### src/rtl/id_ex_stage_reg_if.sv
// ID/EX boundary bundle: decode-side fields, execute-side copies, stall/flush controls.
// Latency: none (wiring only).
// Backpressure: stall_e/flush_e flow towards the register; stall_d flows back to decode.
interface id_ex_stage_reg_if #(
    parameter int XLEN = 32
);
    // Decode-stage inputs to the register
    logic            valid_d;
    logic [XLEN-1:0] pc_d, pc_plus4_d, rd1_d, rd2_d, imm_d;
    logic [4:0]      rs1_d, rs2_d, rd_d;
    logic            reg_write_d, mem_read_d, mem_write_d, mem_to_reg_d;
    logic            alu_src_d, branch_d, jump_d;
    logic [3:0]      alu_ctrl_d;

    // Pipeline control
    logic            flush_e;
    logic            stall_e;
    logic            stall_d;

    // Registered execute-stage copies
    logic            valid_e;
    logic [XLEN-1:0] pc_e, pc_plus4_e, rd1_e, rd2_e, imm_e;
    logic [4:0]      rs1_e, rs2_e, rd_e;
    logic            reg_write_e, mem_read_e, mem_write_e, mem_to_reg_e;
    logic            alu_src_e, branch_e, jump_e;
    logic [3:0]      alu_ctrl_e;

    // Decode/hazard-control side
    modport master (
        output valid_d, pc_d, pc_plus4_d, rd1_d, rd2_d, imm_d, rs1_d, rs2_d, rd_d,
               reg_write_d, mem_read_d, mem_write_d, mem_to_reg_d, alu_src_d,
               branch_d, jump_d, alu_ctrl_d, flush_e, stall_e,
        input  stall_d, valid_e, pc_e, pc_plus4_e, rd1_e, rd2_e, imm_e, rs1_e, rs2_e,
               rd_e, reg_write_e, mem_read_e, mem_write_e, mem_to_reg_e, alu_src_e,
               branch_e, jump_e, alu_ctrl_e
    );

    // Pipeline register side
    modport slave (
        input  valid_d, pc_d, pc_plus4_d, rd1_d, rd2_d, imm_d, rs1_d, rs2_d, rd_d,
               reg_write_d, mem_read_d, mem_write_d, mem_to_reg_d, alu_src_d,
               branch_d, jump_d, alu_ctrl_d, flush_e, stall_e,
        output stall_d, valid_e, pc_e, pc_plus4_e, rd1_e, rd2_e, imm_e, rs1_e, rs2_e,
               rd_e, reg_write_e, mem_read_e, mem_write_e, mem_to_reg_e, alu_src_e,
               branch_e, jump_e, alu_ctrl_e
    );
endinterface

### src/rtl/id_ex_stage_reg.sv
// ID/EX pipeline register with load-use hazard detection and bubble insertion.
// Latency: 1 cycle decode->execute; stall_d is combinational from E state and D indices.
// Backpressure: flush_e > stall_e (hold) > load-use (bubble, decode held) > load.
// Optional: define ID_EX_PERF_CNT_EN for saturating bubble_cnt/flush_cnt outputs.
module id_ex_stage_reg #(
    parameter int XLEN = 32
) (
    input  logic                clk,
    input  logic                rst_n,
    id_ex_stage_reg_if.slave    bus
`ifdef ID_EX_PERF_CNT_EN
    ,
    output logic [31:0]         bubble_cnt,
    output logic [31:0]         flush_cnt
`endif
);

    typedef struct packed {
        logic            valid;
        logic [XLEN-1:0] pc;
        logic [XLEN-1:0] pc_plus4;
        logic [XLEN-1:0] rd1;
        logic [XLEN-1:0] rd2;
        logic [XLEN-1:0] imm;
        logic [4:0]      rs1;
        logic [4:0]      rs2;
        logic [4:0]      rd;
        logic            reg_write;
        logic            mem_read;
        logic            mem_write;
        logic            mem_to_reg;
        logic            alu_src;
        logic            branch;
        logic            jump;
        logic [3:0]      alu_ctrl;
    } ex_t;

    ex_t  slot_in;
    ex_t  ex_d;
    ex_t  ex_q;
    logic load_use;

    // Gather the decode fields into one slot image
    always_comb begin
        slot_in            = '0;
        slot_in.valid      = bus.valid_d;
        slot_in.pc         = bus.pc_d;
        slot_in.pc_plus4   = bus.pc_plus4_d;
        slot_in.rd1        = bus.rd1_d;
        slot_in.rd2        = bus.rd2_d;
        slot_in.imm        = bus.imm_d;
        slot_in.rs1        = bus.rs1_d;
        slot_in.rs2        = bus.rs2_d;
        slot_in.rd         = bus.rd_d;
        slot_in.reg_write  = bus.reg_write_d;
        slot_in.mem_read   = bus.mem_read_d;
        slot_in.mem_write  = bus.mem_write_d;
        slot_in.mem_to_reg = bus.mem_to_reg_d;
        slot_in.alu_src    = bus.alu_src_d;
        slot_in.branch     = bus.branch_d;
        slot_in.jump       = bus.jump_d;
        slot_in.alu_ctrl   = bus.alu_ctrl_d;
    end

    // A load in E whose destination feeds the D instruction cannot forward in time
    assign load_use = ex_q.valid & ex_q.mem_read & (ex_q.rd != 5'd0) & bus.valid_d &
                      ((ex_q.rd == bus.rs1_d) | (ex_q.rd == bus.rs2_d));

    // Redirect cancels any hold request: the held decode slot is being discarded anyway
    assign bus.stall_d = (load_use | bus.stall_e) & ~bus.flush_e;

    // Next-state selection in priority order: flush, hold, hazard bubble, load
    always_comb begin
        ex_d = ex_q;
        if (bus.flush_e) begin
            ex_d = '0;
        end else if (bus.stall_e) begin
            ex_d = ex_q;
        end else if (load_use) begin
            ex_d = '0;
        end else begin
            ex_d = slot_in;
            // An empty decode slot carries data but must never cause side effects
            if (!bus.valid_d) begin
                ex_d.reg_write  = 1'b0;
                ex_d.mem_read   = 1'b0;
                ex_d.mem_write  = 1'b0;
                ex_d.mem_to_reg = 1'b0;
                ex_d.alu_src    = 1'b0;
                ex_d.branch     = 1'b0;
                ex_d.jump       = 1'b0;
                ex_d.rd         = 5'd0;
            end
        end
    end

    // Execute-stage register
    always_ff @(posedge clk or negedge rst_n) begin
        if (!rst_n) begin
            ex_q <= '0;
        end else begin
            ex_q <= ex_d;
        end
    end

    assign bus.valid_e      = ex_q.valid;
    assign bus.pc_e         = ex_q.pc;
    assign bus.pc_plus4_e   = ex_q.pc_plus4;
    assign bus.rd1_e        = ex_q.rd1;
    assign bus.rd2_e        = ex_q.rd2;
    assign bus.imm_e        = ex_q.imm;
    assign bus.rs1_e        = ex_q.rs1;
    assign bus.rs2_e        = ex_q.rs2;
    assign bus.rd_e         = ex_q.rd;
    assign bus.reg_write_e  = ex_q.reg_write;
    assign bus.mem_read_e   = ex_q.mem_read;
    assign bus.mem_write_e  = ex_q.mem_write;
    assign bus.mem_to_reg_e = ex_q.mem_to_reg;
    assign bus.alu_src_e    = ex_q.alu_src;
    assign bus.branch_e     = ex_q.branch;
    assign bus.jump_e       = ex_q.jump;
    assign bus.alu_ctrl_e   = ex_q.alu_ctrl;

`ifdef ID_EX_PERF_CNT_EN
    logic [31:0] bubble_cnt_q;
    logic [31:0] flush_cnt_q;
    logic        hazard_bubble;

    assign hazard_bubble = load_use & ~bus.flush_e & ~bus.stall_e;

    // Saturating event counters for hazard bubbles and flush bubbles
    always_ff @(posedge clk or negedge rst_n) begin
        if (!rst_n) begin
            bubble_cnt_q <= 32'd0;
            flush_cnt_q  <= 32'd0;
        end else begin
            if (hazard_bubble && (bubble_cnt_q != 32'hFFFF_FFFF)) begin
                bubble_cnt_q <= bubble_cnt_q + 32'd1;
            end
            if (bus.flush_e && (flush_cnt_q != 32'hFFFF_FFFF)) begin
                flush_cnt_q <= flush_cnt_q + 32'd1;
            end
        end
    end

    assign bubble_cnt = bubble_cnt_q;
    assign flush_cnt  = flush_cnt_q;
`endif

endmodule

### src/flat_wrapper.sv
// flat-port wrapper written by rule: the top's interface ports become plain ports
module id_ex_stage_reg_flat 
#(
    parameter int XLEN = 32
)
  (clk, rst_n, bus_valid_d, bus_pc_d, bus_pc_plus4_d, bus_rd1_d, bus_rd2_d, bus_imm_d, bus_rs1_d, bus_rs2_d, bus_rd_d, bus_reg_write_d, bus_mem_read_d, bus_mem_write_d, bus_mem_to_reg_d, bus_alu_src_d, bus_branch_d, bus_jump_d, bus_alu_ctrl_d, bus_flush_e, bus_stall_e, bus_stall_d, bus_valid_e, bus_pc_e, bus_pc_plus4_e, bus_rd1_e, bus_rd2_e, bus_imm_e, bus_rs1_e, bus_rs2_e, bus_rd_e, bus_reg_write_e, bus_mem_read_e, bus_mem_write_e, bus_mem_to_reg_e, bus_alu_src_e, bus_branch_e, bus_jump_e, bus_alu_ctrl_e);
  id_ex_stage_reg_if #(.XLEN(XLEN)) bus_i ();
  input  logic clk;
  input  logic rst_n;
  input wire logic [$bits(bus_i.valid_d)-1:0] bus_valid_d;
  input wire logic [$bits(bus_i.pc_d)-1:0] bus_pc_d;
  input wire logic [$bits(bus_i.pc_plus4_d)-1:0] bus_pc_plus4_d;
  input wire logic [$bits(bus_i.rd1_d)-1:0] bus_rd1_d;
  input wire logic [$bits(bus_i.rd2_d)-1:0] bus_rd2_d;
  input wire logic [$bits(bus_i.imm_d)-1:0] bus_imm_d;
  input wire logic [$bits(bus_i.rs1_d)-1:0] bus_rs1_d;
  input wire logic [$bits(bus_i.rs2_d)-1:0] bus_rs2_d;
  input wire logic [$bits(bus_i.rd_d)-1:0] bus_rd_d;
  input wire logic [$bits(bus_i.reg_write_d)-1:0] bus_reg_write_d;
  input wire logic [$bits(bus_i.mem_read_d)-1:0] bus_mem_read_d;
  input wire logic [$bits(bus_i.mem_write_d)-1:0] bus_mem_write_d;
  input wire logic [$bits(bus_i.mem_to_reg_d)-1:0] bus_mem_to_reg_d;
  input wire logic [$bits(bus_i.alu_src_d)-1:0] bus_alu_src_d;
  input wire logic [$bits(bus_i.branch_d)-1:0] bus_branch_d;
  input wire logic [$bits(bus_i.jump_d)-1:0] bus_jump_d;
  input wire logic [$bits(bus_i.alu_ctrl_d)-1:0] bus_alu_ctrl_d;
  input wire logic [$bits(bus_i.flush_e)-1:0] bus_flush_e;
  input wire logic [$bits(bus_i.stall_e)-1:0] bus_stall_e;
  output wire logic [$bits(bus_i.stall_d)-1:0] bus_stall_d;
  output wire logic [$bits(bus_i.valid_e)-1:0] bus_valid_e;
  output wire logic [$bits(bus_i.pc_e)-1:0] bus_pc_e;
  output wire logic [$bits(bus_i.pc_plus4_e)-1:0] bus_pc_plus4_e;
  output wire logic [$bits(bus_i.rd1_e)-1:0] bus_rd1_e;
  output wire logic [$bits(bus_i.rd2_e)-1:0] bus_rd2_e;
  output wire logic [$bits(bus_i.imm_e)-1:0] bus_imm_e;
  output wire logic [$bits(bus_i.rs1_e)-1:0] bus_rs1_e;
  output wire logic [$bits(bus_i.rs2_e)-1:0] bus_rs2_e;
  output wire logic [$bits(bus_i.rd_e)-1:0] bus_rd_e;
  output wire logic [$bits(bus_i.reg_write_e)-1:0] bus_reg_write_e;
  output wire logic [$bits(bus_i.mem_read_e)-1:0] bus_mem_read_e;
  output wire logic [$bits(bus_i.mem_write_e)-1:0] bus_mem_write_e;
  output wire logic [$bits(bus_i.mem_to_reg_e)-1:0] bus_mem_to_reg_e;
  output wire logic [$bits(bus_i.alu_src_e)-1:0] bus_alu_src_e;
  output wire logic [$bits(bus_i.branch_e)-1:0] bus_branch_e;
  output wire logic [$bits(bus_i.jump_e)-1:0] bus_jump_e;
  output wire logic [$bits(bus_i.alu_ctrl_e)-1:0] bus_alu_ctrl_e;
  assign bus_i.valid_d = bus_valid_d;
  assign bus_i.pc_d = bus_pc_d;
  assign bus_i.pc_plus4_d = bus_pc_plus4_d;
  assign bus_i.rd1_d = bus_rd1_d;
  assign bus_i.rd2_d = bus_rd2_d;
  assign bus_i.imm_d = bus_imm_d;
  assign bus_i.rs1_d = bus_rs1_d;
  assign bus_i.rs2_d = bus_rs2_d;
  assign bus_i.rd_d = bus_rd_d;
  assign bus_i.reg_write_d = bus_reg_write_d;
  assign bus_i.mem_read_d = bus_mem_read_d;
  assign bus_i.mem_write_d = bus_mem_write_d;
  assign bus_i.mem_to_reg_d = bus_mem_to_reg_d;
  assign bus_i.alu_src_d = bus_alu_src_d;
  assign bus_i.branch_d = bus_branch_d;
  assign bus_i.jump_d = bus_jump_d;
  assign bus_i.alu_ctrl_d = bus_alu_ctrl_d;
  assign bus_i.flush_e = bus_flush_e;
  assign bus_i.stall_e = bus_stall_e;
  assign bus_stall_d = bus_i.stall_d;
  assign bus_valid_e = bus_i.valid_e;
  assign bus_pc_e = bus_i.pc_e;
  assign bus_pc_plus4_e = bus_i.pc_plus4_e;
  assign bus_rd1_e = bus_i.rd1_e;
  assign bus_rd2_e = bus_i.rd2_e;
  assign bus_imm_e = bus_i.imm_e;
  assign bus_rs1_e = bus_i.rs1_e;
  assign bus_rs2_e = bus_i.rs2_e;
  assign bus_rd_e = bus_i.rd_e;
  assign bus_reg_write_e = bus_i.reg_write_e;
  assign bus_mem_read_e = bus_i.mem_read_e;
  assign bus_mem_write_e = bus_i.mem_write_e;
  assign bus_mem_to_reg_e = bus_i.mem_to_reg_e;
  assign bus_alu_src_e = bus_i.alu_src_e;
  assign bus_branch_e = bus_i.branch_e;
  assign bus_jump_e = bus_i.jump_e;
  assign bus_alu_ctrl_e = bus_i.alu_ctrl_e;
  id_ex_stage_reg #(.XLEN(XLEN)) u_core (.clk(clk), .rst_n(rst_n), .bus(bus_i));
endmodule
### config.mk
export PLATFORM = sky130hd
export DESIGN_NAME = id_ex_stage_reg_flat
export DESIGN_NICKNAME = d
export VERILOG_FILES = /design/src/rtl/id_ex_stage_reg_if.sv /design/src/rtl/id_ex_stage_reg.sv /design/src/flat_wrapper.sv
export SDC_FILE = /design/constraint.sdc
export NUM_CORES = 1
export LEC_CHECK = 0
export ABC_AREA = 1
export BUFFER_PORTS_ARGS = -buffer_cell sky130_fd_sc_hd__clkbuf_2
export CAP_MARGIN = 20
export CORE_MARGIN = 1.5
export CORE_UTILIZATION = 35
export DETAILED_ROUTE_END_ITERATION = 10
export PLACE_DENSITY = 0.59
export SYNTH_ARGS = -nofsm -noshare
export SYNTH_HDL_FRONTEND = slang
export SYNTH_SLANG_ARGS = --single-unit
### constraint.sdc
create_clock -name clk -period 3.1 [get_ports clk]
set_input_delay 0.31 -clock clk [delete_from_list [all_inputs] [get_ports clk]]
set_output_delay 0.31 -clock clk [all_outputs]
set_load 0.005 [all_outputs]
### Yosys cells after proc, flatten, opt, wreduce, memory -nomap -nowiden

Index checks and enable logic that the tools add are counted.

* bits in registers: 187
* input port bits: 191
* word-level logic and storage cells: 33

* equality and inequality tests: 3
* multiplexer cells: 4
* bitwise gates (word level): 8
* reductions and logical operators: 1

Operators with widths (count)
* 187-bit two-way mux: 3
* 12-bit two-way mux: 1
* 5-bit equality test: 2
* 1-bit AND: 5
* 5-bit nonzero test: 1
* 2-bit != test (second input constant): 1
* 1-bit OR: 2
* 1-bit NOT: 1

### Depth between registers and ports, before layout

* depth after elaboration: 7
* mapped depth: 11
* depth with buffers taken out: 9

### Worst setup path after synthesis

No wires, ideal clock.

* kind: reg-to-output
* start: register u_core.ex_q, in the netlist u_core.bus.rd_e[0]
* end: output port bus_stall_d
* data arrival time: 1.181 ns
* required time: 2.790 ns
* path slack: 1.609 ns
* stages on the path, launching flop included: 9
* path buffers: 1
* path through: dfrtp_1 > nor2_1 > nor2_1 > nor2_1 > nand3_1 > nand2_1 > nand2_2 > buf_2 > a21oi_1

* longest elaborated chain between the ends: 6
* elaborated cells on any way between the ends: 9
* those cells by class: 2 x eq/ne; 6 x bitwise; 1 x reduce/logical

Ends and longest elaborated chain
* start, declared: line id_ex_stage_reg.sv:40 `ex_t ex_q;`
* start signal, assigned: line id_ex_stage_reg.sv:100 `ex_q <= '0;`
* start signal, assigned: line id_ex_stage_reg.sv:102 `ex_q <= ex_d;`
* 5-bit nonzero test: line id_ex_stage_reg.sv:66 `assign load_use = ex_q.valid & ex_q.mem_read & (ex_q.rd != 5'd0) & bus.valid_d &`
* 1-bit AND (2 in series): line id_ex_stage_reg.sv:66
* 1-bit AND (*): line id_ex_stage_reg.sv:66
* 1-bit OR (*): line id_ex_stage_reg.sv:70 `assign bus.stall_d = (load_use | bus.stall_e) & ~bus.flush_e;`
* 1-bit AND (*): line id_ex_stage_reg.sv:70
* end, declared: line flat_wrapper.sv:29 `output wire logic [$bits(bus_i.stall_d)-1:0] bus_stall_d;`

Every way passes the cells marked *; elsewhere a longest branch is shown, timed or not.

### Worst setup path after layout

* start: register u_core.ex_q, in the netlist u_core.bus.rd_e[1]
* end: output port bus_stall_d

Same word-level chain as after synthesis.

==> results.yml <==
global_route:
  grt_pass1_wl_um: 43700
  grt_max_degree: 111
  grt_usage_pct: 20.5
  grt_pass1_vias: 8156
  overflow: 0
  antenna_found_initial: 0
sta:
  slew_viol_final: 0
  maxSlewHeadroom_pct: 55.2
  timing.final.ws_setup_ps: 632
  fmax_mhz: 405
  setup_viol: 0
  final.setup_skew_ps: 14.6
  hold_viol_final: 0
  timing.final.crit_share_pct: 79.6
  fin_setup_tns_ps: 0
  grt_setup_unrepaired: "no"
  fin_crit_ps: 2470
  worstMarginPinSlew_ps: 671
floorplanning:
  rows: 58
  chipWidth_um: 164
  initial_core_util_pct: 35.8
  die_h_um: 164
  io_pins: 379
  core_um2: 25300
  dieArea_um2: 26800
clocking:
  numCtsBuffers: 17
  clock_path_buffers: 2
  htree_levels: 4
  cts_tree: "done"
  clk_latency_ps: 430
  root_buffer: "clkbuf_16"
  cts.sinks: 187
  clk_pin_slew_ps: 80
yosys:
  ys_seq_elements: 187
  synthAdderAreaFrac_pct: 0
  ys_seq_area_share_pct: 51.7
  synth_edf_count: 0
  synth_cells: 1250
  synthTopCellsByCount: "nand2_1, nor2_1, inv_1"
  yosys_most_used_dff: "dfrtp_1"
  synthMuxAreaShare_pct: 0
  synth_compound_area_share_pct: 0.0553
  yosysTopAreaCellShare_pct: 51.7
  synth.distinct_cells: 16
  synth_most_common_cell: "nand2_1"
  synth.area.top_cells: "dfrtp_1, nand2_1, nand3_1"
  avgSynthCellArea_um2: 7.24
  synth_top_family_by_area: "simple AND/OR/NAND/NOR gates"
  yosysTopAreaCell: "dfrtp_1"
  synthSimpleGateAreaFrac_pct: 35.3
  synth_xor_area_share_pct: 0.194
  synth-async-reset-ratio_pct: 100
  syn-num-nets: 1441
  yosysWarnings: 0
  netlist_area_um2: 9050
outcome:
  status: "completed"
setup_path:
  critPathMaxFanout: 73
  cpMostUsedCell: "nand2_1"
  critical_path_class: "reg -> out"
  cp_data_required_time_ps: 2790
  path_buf_inv: 2
  cp.arrival_ps: 2160
  critPathTopFamily: "simple AND/OR/NAND/NOR gates"
  crit_chain: "inv_2, nand2_1, nand2_1, nor2_1, nand3_1, nand2_1, nand2_8, a21oi_1, clkbuf_2"
  cp-end-kind: "output pin"
  r2r_setup_slack_ps: 1060
  worst_setup_path_start_kind: "register"
  critPathMaxStageDelay_ps: 470
  slowest_stage: "dfrtp_1"
pwr:
  ir_worst_vdd_mv: 0.295
  leakage_nw: 7.53
  seq_power_share_pct: 46.7
  p_per_area_nw_per_um2: 483
  p_total_mw: 5.68
  p_clk_share_pct: 40.0
  combPwrFrac_pct: 13.2
  p_sw_share_pct: 28.7
  p_int_mw: 4.05
  p_switching_mw: 1.63
worst_hold_path:
  min_path_type: "in -> reg"
cells_and_area:
  nets: 1769
  drive_gt1_share_pct: 26.8
  syn_to_final_growth_pct: 29.9
  n_antenna_cell: 0
route:
  drt-initial-drc-count: 512
  drt-vias-per-instance: 4.50
  drc: 0
  vias: 8654
  wire_per_inst_um: 14.3
  wl_um: 27500
  dr.pass1.iters: 4
  final_antenna_net_count: 0
flow_run:
  drv_cap: 0
placement:
  dp_hpwl_um: 18000
  pre_cts_ws_ps: 1050
  io_buffers: 378
  gp_congestion: 0.792
[cells by family after synthesis]
logic type,Yosys count
simple gates,784
xor+xnor,2
flops,187
buf+inv,276
compound gates,1
[sequential cells by signal, indices dropped and copies added (netlist names)]
signal and flops:
u_core.bus.rs2_e 5, u_core.bus.pc_e 32, u_core.bus.rd1_e 32, u_core.bus.reg_write_e 1, u_core.bus.valid_e 1, u_core.bus.alu_ctrl_e 4
u_core.bus.branch_e 1, u_core.bus.jump_e 1, u_core.bus.rd2_e 32, u_core.bus.pc_plus4_e 32, u_core.bus.mem_to_reg_e 1, u_core.bus.mem_read_e 1
u_core.bus.mem_write_e 1, u_core.bus.rs1_e 5, u_core.bus.alu_src_e 1, u_core.bus.rd_e 5, u_core.bus.imm_e 32
[worst register-to-register path: stages, from the launching register on]
cell,delay [ps]
dfrtp_1,470
inv_2,60
nand2_1,50
nand2_1,50
nor2_1,120
nand3_1,90
nand2_1,170
nand2_8,300
buf_12,370
nand3_1,180
nand2_1,60
[cells in the final DEF (no fill, tap or decap)]
| cell type | count |
|---|---|
| nand3_1 | 189 |
| nand2_8 | 1 |
| a21oi_1 | 1 |
| nand4_1 | 2 |
| inv_1 | 191 |
| clkinv_2 | 2 |
| clkbuf_8 | 1 |
| buf_4 | 4 |
| buf_12 | 7 |
| inv_6 | 8 |
| nand2_1 | 397 |
| inv_2 | 3 |
| clkbuf_2 | 376 |
| clkinv_8 | 4 |
| clkbuf_16 | 17 |
| nor2_4 | 1 |
| bufinv_16 | 1 |
| buf_6 | 1 |
| dlygate4sd3_1 | 1 |
| dfrtp_1 | 187 |
| nor2_1 | 194 |
| inv_8 | 1 |
| xnor2_1 | 2 |
[power by group through the flow]
stage,logic [mW],clock network (mW),registers (mW)
final,0.751,2.27,2.65
after global routing,0.858,2.45,2.67
after CTS,0.770,2.34,2.65
after detailed placement,0.767,0,2.70
after global placement,0.761,0,2.70
after floorplan,0.328,0,2.71
[stage by stage]
stage / hold slack [ps] / util (%) / cells / instance area, µm²
floorplan: 14.4 / - / 1250 / 9050
global placement: 237 / 44.1 / 1888 / 11100
detailed placement: 236 / 44.1 / 1888 / 11100
CTS: 144 / 46.5 / 1921 / 11800
global route: 152 / 46.5 / 1921 / 11800
finish: 161 / 46.5 / 1921 / 11800
[area by class of cell]
cell class / instances / area [µm²]
clock inverter: 15 / 178
inverter: 195 / 737
multi-input combinational: 787 / 3230
sequential: 187 / 4680
tap: 330 / 413
timing repair buffer: 390 / 2090
fill: 2655 / 13500
clock buffer: 17 / 425
[metal layers]
layer	GRT usage, %	wire length, µm
met1	26.4	11900
met2	33.1	12900
met3	6.06	2170
met4	6.49	516
met5	0	0
[path summary, 6_finish.rpt]
kind	startpoint	end	cells past startpoint
setup / recovery	u_core.bus.rd_e[1]	bus_stall_d	9
min in group asynchronous	rst_n	u_core.bus.alu_ctrl_e[1]	2
hold reg to reg	u_core.bus.pc_e[4]	u_core.bus.pc_e[4]	2
max in group asynchronous	rst_n	u_core.bus.rd1_e[0]	3
hold / removal	bus_pc_d[26]	u_core.bus.pc_e[26]	5
setup reg to reg	u_core.bus.rd_e[1]	u_core.bus.pc_plus4_e[3]	10
[what timing repair did]
action                                 CTS  global route
endpoints found under the hold margin   29             0
setup endpoints to repair                0             0
buffers inserted                         0             0
gates resized for setup                  0             0
hold buffers                             1             0
(Power assumes the default switching activity.)
